File: src/rtl/uart_err_counter.sv
// Saturating event counter with synchronous clear. A clear and an increment
// in the same cycle leave the count at 1 (clear first, then count the event).
// Shared by the parity and framing error statistics.
module uart_err_counter #(
  parameter int CNT_W = 8
) (
  input  logic             clk,
  input  logic             reset,
  input  logic             clr,
  input  logic             inc,
  output logic [CNT_W-1:0] cnt
);

  // Count events, holding at all-ones instead of wrapping
  always_ff @(posedge clk or negedge reset) begin
    if (!reset) begin
      cnt <= '0;
    end else if (clr) begin
      cnt <= inc ? CNT_W'(1) : '0;
    end else if (inc && (cnt != '1)) begin
      cnt <= cnt + CNT_W'(1);
    end
  end

endmodule

File: config.mk
export PLATFORM = sky130hd
export DESIGN_NAME = uart_err_counter
export DESIGN_NICKNAME = d
export VERILOG_FILES = /design/src/rtl/uart_err_counter.sv
export SDC_FILE = /design/constraint.sdc
export NUM_CORES = 1
export LEC_CHECK = 0
export ABC_AREA = 0
export CAP_MARGIN = 40
export CELL_PAD_IN_SITES_DETAIL_PLACEMENT = 1
export CELL_PAD_IN_SITES_GLOBAL_PLACEMENT = 2
export CORE_MARGIN = 3
export CORE_UTILIZATION = 29
export DETAILED_ROUTE_END_ITERATION = 10
export PLACE_DENSITY_LB_ADDON = 0.15
export RECOVER_POWER = 100
export SETUP_SLACK_MARGIN = 0.3
export SKIP_LAST_GASP = 1
export SLEW_MARGIN = 30
export SYNTH_ARGS = -nofsm -noshare
export SYNTH_HDL_FRONTEND = slang
export SYNTH_SLANG_ARGS = --single-unit
File: constraint.sdc
create_clock -name clk -period 4.25 [get_ports clk]
set_input_delay 0.85 -clock clk [delete_from_list [all_inputs] [get_ports clk]]
set_output_delay 0.85 -clock clk [all_outputs]
set_load 0.02 [all_outputs]
==> results of run 1 <==
## stage by stage
step / area (um2) / std cells / util
6_report: 601 / 74 / 0.424
4_1_cts: 613 / 74 / 0.433
3_5_place_dp: 591 / 71 / 0.417
5_1_grt: 601 / 74 / 0.424
2_1_floorplan: 473 / 47 / -
3_3_place_gp: 591 / 71 / 0.417
## cell type report
cell class / count / area (um2) / area share
Multi-Input combinational cell: 35 / 241 / 0.402
Sequential cell: 8 / 200 / 0.333
Timing Repair Buffer: 11 / 110 / 0.183
Clock buffer: 3 / 22.5 / 0.0375
Tap cell: 15 / 18.8 / 0.0313
Inverter: 2 / 7.51 / 0.0125
## metal layers
layer  part of all wire  wire, um  global-route usage
met4             0.0081        10              0.0682
met1               0.45       552               0.177
met5                  0         0                   0
met2               0.50       611               0.214
met3              0.045        55              0.0586
## cell usage in the layout, fill, tap and decap left out, drive strengths merged
master          n
a2111oi         1
o21ai           2
a211oi          1
nor3b           1
a211o           1
o211ai          1
nand4           2
nand2           3
a41oi           1
o31ai           1
dfrtp           8
a311oi          1
a21oi           5
inv             2
ha              1
clkdlybuf4s50   1
mux2i           1
nand2b          4
or3             2
clkbuf          3
nor3            1
and4bb          1
and3            2
nand3           1
and4            1
dlygate4sd3    10
a21boi          1
## kinds of logic (layout without fill, tap and decap cells)
family	count (synthesis)	in the layout	synth area share
muxes	1	1	0.0212
adders and majority gates	1	1	0.0265
AOI/OAI and AO/OA	15	15	0.233
DFF	8	8	0.423
and+or+nand+nor	18	18	0.257
buffers and inverters	4	16	0.0397
## where the power goes
part           total [mW]  switching [mW]  internal, mW  leakage, nW
clock network      0.0574          0.0251        0.0323       0.0138
logic              0.0224          0.0122        0.0102        0.139
registers          0.0826         0.00344        0.0791        0.109
## path summary, 6_finish.rpt
check,from,end,slack (ns),cells past startpoint
min in group asynchronous,reset,cnt[5]$_DFFE_PN0P_,0.96,1
max in group asynchronous,reset,cnt[6]$_DFFE_PN0P_,3.02,1
setup / recovery,cnt[3]$_DFFE_PN0P_,cnt[3],1.90,1
hold reg to reg,cnt[1]$_DFFE_PN0P_,cnt[1]$_DFFE_PN0P_,0.60,2
hold / removal,cnt[1]$_DFFE_PN0P_,cnt[1]$_DFFE_PN0P_,0.60,2
setup reg to reg,cnt[0]$_DFFE_PN0P_,cnt[5]$_DFFE_PN0P_,2.73,4
==> metrics.yaml, run 1 <==
timing:
  maxSlewViolCount: 0
  final_hold_viol_count: 0
  setup_slack_ns: 1.90
  relSlewSlack: 0.736
  hold-worst-slack_ns: 0.597
  worstMarginPinSlew_ns: 0.395
  period_share: 0.552
  rsz0062_at_grt: "false"
  setup_tns_ns: 0
  clock_skew_ns: 0.00111
  fmax_mhz: 426
  period_minus_slack_ns: 2.35
  setup_viol: 0
clock_network:
  cts_tree: "built"
  clkLatencyLatePin_ns: 0.25
  postCtsSetupBuffers: 0
  cts_sinks: 8
  cts_htree_levels: 1
  post_cts_resized: 0
  hold_buffers: 0
  clk_pin_slew_worst_paths_ns: 0.05
  cts_buffer_depth: 2
  cts_made_buffers: 3
  clock-root-buffer: "clkbuf_4"
critical_path:
  cp_slowest_cell: "dlygate4sd3_1"
  cpPeakStageDelay_ns: 0.72
  critPathCaptureType: "output port"
  path_delay_family: "buffers and inverters"
  crit_buf_inv: 1
  path_max_fanout: 10
  critPathLaunchType: "flop"
  cp_data_arrival_time_ns: 1.50
  worstPathCellList: "dlygate4sd3_1"
  criticalPathCategory: "flop to output port"
  required_ns: 3.40
synthesis:
  synth_ff_type: "dfrtp_1"
  yosysUniqueCellTypes: 27
  avgSynthCellArea_um2: 10.1
  synth.most_common_cell: "dfrtp_1"
  ys_ff_latch: 8
  synth_common_cells: "8 x dfrtp_1, 5 x a21oi_1, 4 x nand2b_1"
  synth-edff-count: 0
  synth_nets: 52
  async_reset_ff_frac: 1.00
  yosysSeqAreaShare: 0.423
  netlist_area_um2: 473
  yosysTopAreaCell: "dfrtp_1"
  yosysTopAreaCellShare: 0.423
  synth_area_leaders: "dfrtp_1 42%, a21oi_1 5.3%, nand2b_1 5.3%, a2111oi_2 3.2%, and3_1 2.6%"
  yosysWarnings: 0
  synthCells: 47
die:
  fp.dieW_um: 46.4
  fp.dieH_um: 46.4
  io_pins: 12
  die_area_um2: 2150
  start_util: 0.334
  fp-row-count: 13
  core_um2: 1420
drt:
  drt_iter0_markers: 4
  vias: 435
  postRouteAntennaNets: 0
  drc: 0
  wl_um: 1230
  wire_per_inst_um: 16.6
  viasPerCell: 5.88
  dr.pass1.iters: 2
worst_hold_path:
  hold_path_class: "flop to flop"
grt:
  antenna_found_initial: 0
  first_global_vias: 448
  grt_pass1_wl_um: 2100
  track_usage: 0.144
  grt_start_max_net_pins: 12
  overflow: 0
layout:
  drive_above_1_share: 0.102
  area_growth_syn_to_layout_pct: 27.0
  biggestRegsByFlops: "cnt (8)"
  fillCellCount: 163
  diodes: 0
  largest-register: "cnt"
  final_nets: 66
  largest_reg_flops: 8
placement:
  hpwlAfterDp_um: 949
  place_congestion: 0.779
  portBuffers: 11
  place_worst_setup_slack_ns: 2.06
pwr:
  p_leak_nw: 0.262
  totalPowerFinal_mw: 0.162
  vdd_drop_max_uv: 145
  p_per_area_nw_per_um2: 270
flow_run:
  maxCapViolations: 0
run_status:
  outcome: "complete, no violations"
Note: power is estimated with default switching activity, not from simulation.
==> run 2: changes to the inputs <==
CORE_UTILIZATION = 25   (was 29)
clock period = 1.99 ns   (was 4.25 ns; I/O delays follow)
==> run 2 against run 1 <==
Against the previous run: clock-buffer cell count is the same; critical endpoint is now cnt[7]; global-route usage is 3.2 points lower; largest power group unchanged; cell count increased by 16%; highest routed layer unchanged; flip-flop and latch count did not move; via count down 0.46%; clock power is 120% higher.
==> metrics.yaml, run 2 (same netlist as run 1, synthesis figures left out) <==
run_status:
  outcome: "complete, no violations"  # unchanged
drt:
  vias: 433  # was 435
  dr.pass1.iters: 4  # was 2
  drc: 0  # unchanged
  wire_per_inst_um: 14.1  # was 16.6 um
  wl_um: 1220  # was 1230 um
  postRouteAntennaNets: 0  # unchanged
  drt_iter0_markers: 9  # was 4
  viasPerCell: 5.03  # was 5.88
layout:
  largest-register: "cnt"  # unchanged
  area_growth_syn_to_layout_pct: 31.2  # was 27.0%
  final_nets: 68  # was 66
  mostFrequentLayoutCell: "dfrtp_1"  # was dlygate4sd3_1
  biggestRegsByFlops: "cnt (8)"  # unchanged
  final_cell_mix: "8 x dfrtp_1, 6 x dlygate4sd2_1, 5 x a21oi_1, 4 x nand2b_1, 4 x dlygate4sd3_1"  # was 10 x dlygate4sd3_1, 8 x dfrtp_1, 5 x a21oi_1, 4 x nand2b_1
  drive_above_1_share: 0.131  # was 0.102
  final_area_um2: 621  # was 601 um2
  fillCellCount: 224  # was 163
  diodes: 0  # unchanged
  multi_input_area_um2: 241  # unchanged
  register_area_um2: 200  # unchanged
  largest_reg_flops: 8  # unchanged
timing:
  period_share: 0.849
  maxSlewViolCount: 0  # unchanged
  hold-worst-slack_ns: 0.498  # was 0.597 ns
  rsz0062_at_grt: "false"  # unchanged
  setup_tns_ns: 0  # unchanged
  clock_skew_ns: 0.00650  # was 0.00111 ns
  worstMarginPinSlew_ns: 0.373  # was 0.395 ns
  fmax_mhz: 592
  setup_viol: 0  # unchanged
  setup_slack_ns: 0.301  # was 1.90 ns
  final_hold_viol_count: 0  # unchanged
  period_minus_slack_ns: 1.69
  relSlewSlack: 0.745  # was 0.736
clock_network:
  hold_buffers: 0  # unchanged
  cts_sinks: 8  # unchanged
  cts_tree: "built"  # unchanged
  cts_made_buffers: 3  # unchanged
  cts_htree_levels: 1  # unchanged
  clk_pin_slew_worst_paths_ns: 0.06  # was 0.05 ns
  clkLatencyLatePin_ns: 0.26  # was 0.25 ns
  clock-root-buffer: "clkbuf_4"  # unchanged
  cts_buffer_depth: 2  # unchanged
critical_path:
  path_max_fanout: 2  # was 10
  criticalPathCategory: "flop to output port"  # unchanged
  worstPathCellList: "dlygate4sd3_1"  # unchanged
  reg2regPathDepth: 4  # unchanged
  cp_data_arrival_time_ns: 1.29  # was 1.50 ns
  path_delay_family: "buffers and inverters"  # unchanged
  required_ns: 1.59  # was 3.40 ns
  cp_slowest_cell: "dlygate4sd3_1"  # unchanged
  crit_buf_inv: 1  # unchanged
  path_depth: 1  # unchanged
  cpPeakStageDelay_ns: 0.65  # was 0.72 ns
  critPathLaunchType: "flop"  # unchanged
  critPathCaptureType: "output port"  # unchanged
pwr:
  totalPowerFinal_mw: 0.349  # was 0.162 mW
  p_leak_nw: 0.280  # was 0.262 nW
  p_per_area_nw_per_um2: 563  # was 270 nW/um2
  vdd_drop_max_uv: 357  # was 145 uV
die:
  fp-row-count: 15  # was 13
  die_area_um2: 2450  # was 2150 um2
  io_pins: 12  # unchanged
  fp.dieW_um: 49.5  # was 46.4 um
  core_um2: 1760  # was 1420 um2
  start_util: 0.268  # was 0.334
  fp.dieH_um: 49.5  # was 46.4 um
grt:
  antenna_found_initial: 0  # unchanged
  overflow: 0  # unchanged
  grt_pass1_wl_um: 2060  # was 2100 um
  grt_start_max_net_pins: 12  # unchanged
  track_usage: 0.112  # was 0.144
  first_global_vias: 422  # was 448
placement:
  postPlaceCellArea_um2: 618  # was 591 um2
  hpwlAfterDp_um: 895  # was 949 um
  place_congestion: 0.724  # was 0.779
  portBuffers: 11  # unchanged
  place_worst_setup_slack_ns: 0.242  # was 2.06 ns
worst_hold_path:
  hold_path_class: "input pin to async pin"  # was flop to flop
flow_run:
  maxCapViolations: 0  # unchanged
==> run 2: cell count changes in the layout (fill, tap and decap cells not counted) <==
cell / before / now
dlygate4sd2_1: 0 / 6
dlygate4sd3_1: 10 / 4
buf_4: 0 / 2
==> run 2: path summary, 6_finish.rpt <==
kind	from	endpoint	slack (ns)
setup / recovery	cnt[7]$_DFFE_PN0P_	cnt[7]	0.30
hold / removal	reset	cnt[4]$_DFFE_PN0P_	0.50
setup reg to reg	cnt[0]$_DFFE_PN0P_	cnt[5]$_DFFE_PN0P_	0.43
hold reg to reg	cnt[1]$_DFFE_PN0P_	cnt[1]$_DFFE_PN0P_	0.59
max in group asynchronous	reset	cnt[6]$_DFFE_PN0P_	1.21
min in group clk	cnt[1]$_DFFE_PN0P_	cnt[1]$_DFFE_PN0P_	0.59
==> run 2: layout make-up <==
type,count,share of cell area
repair buffers,13,0.190
multi-input cells,35,0.389
well taps,25,0.0504
clock buffers,3,0.0363
inverters,2,0.0121
flip-flops and latches,8,0.323
==> run 2: power by group <==
| part | total (mW) | leakage [nW] | switching (mW) | internal, mW |
|---|---|---|---|---|
| Combinational | 0.0462 | 0.158 | 0.0262 | 0.0200 |
| Clock | 0.127 | 0.0138 | 0.0579 | 0.0692 |
| Sequential | 0.176 | 0.109 | 0.00720 | 0.169 |
| Total | 0.349 | 0.280 | 0.0913 | 0.258 |
==> run 2: metal layers <==
layer	vias up	routed length [um]	track usage
li1	210	-	-
met1	214	616	0.153
met2	7	541	0.150
met3	2	49	0.0574
met4	0	8	0.0369
met5	-	0	0
==> run 2: through the flow <==
step / std cells / utilization
after floorplan: 47 / -
after global placement: 83 / 0.350
after detailed placement: 83 / 0.350
after CTS: 86 / 0.359
after global routing: 86 / 0.352
final: 86 / 0.352
==> run 2: what timing repair did <==
action / 4_1_cts / 5_1_grt
buffers inserted: 0 / 0
endpoints found under the setup margin: 6 / 0
resized for setup: 6 / 0
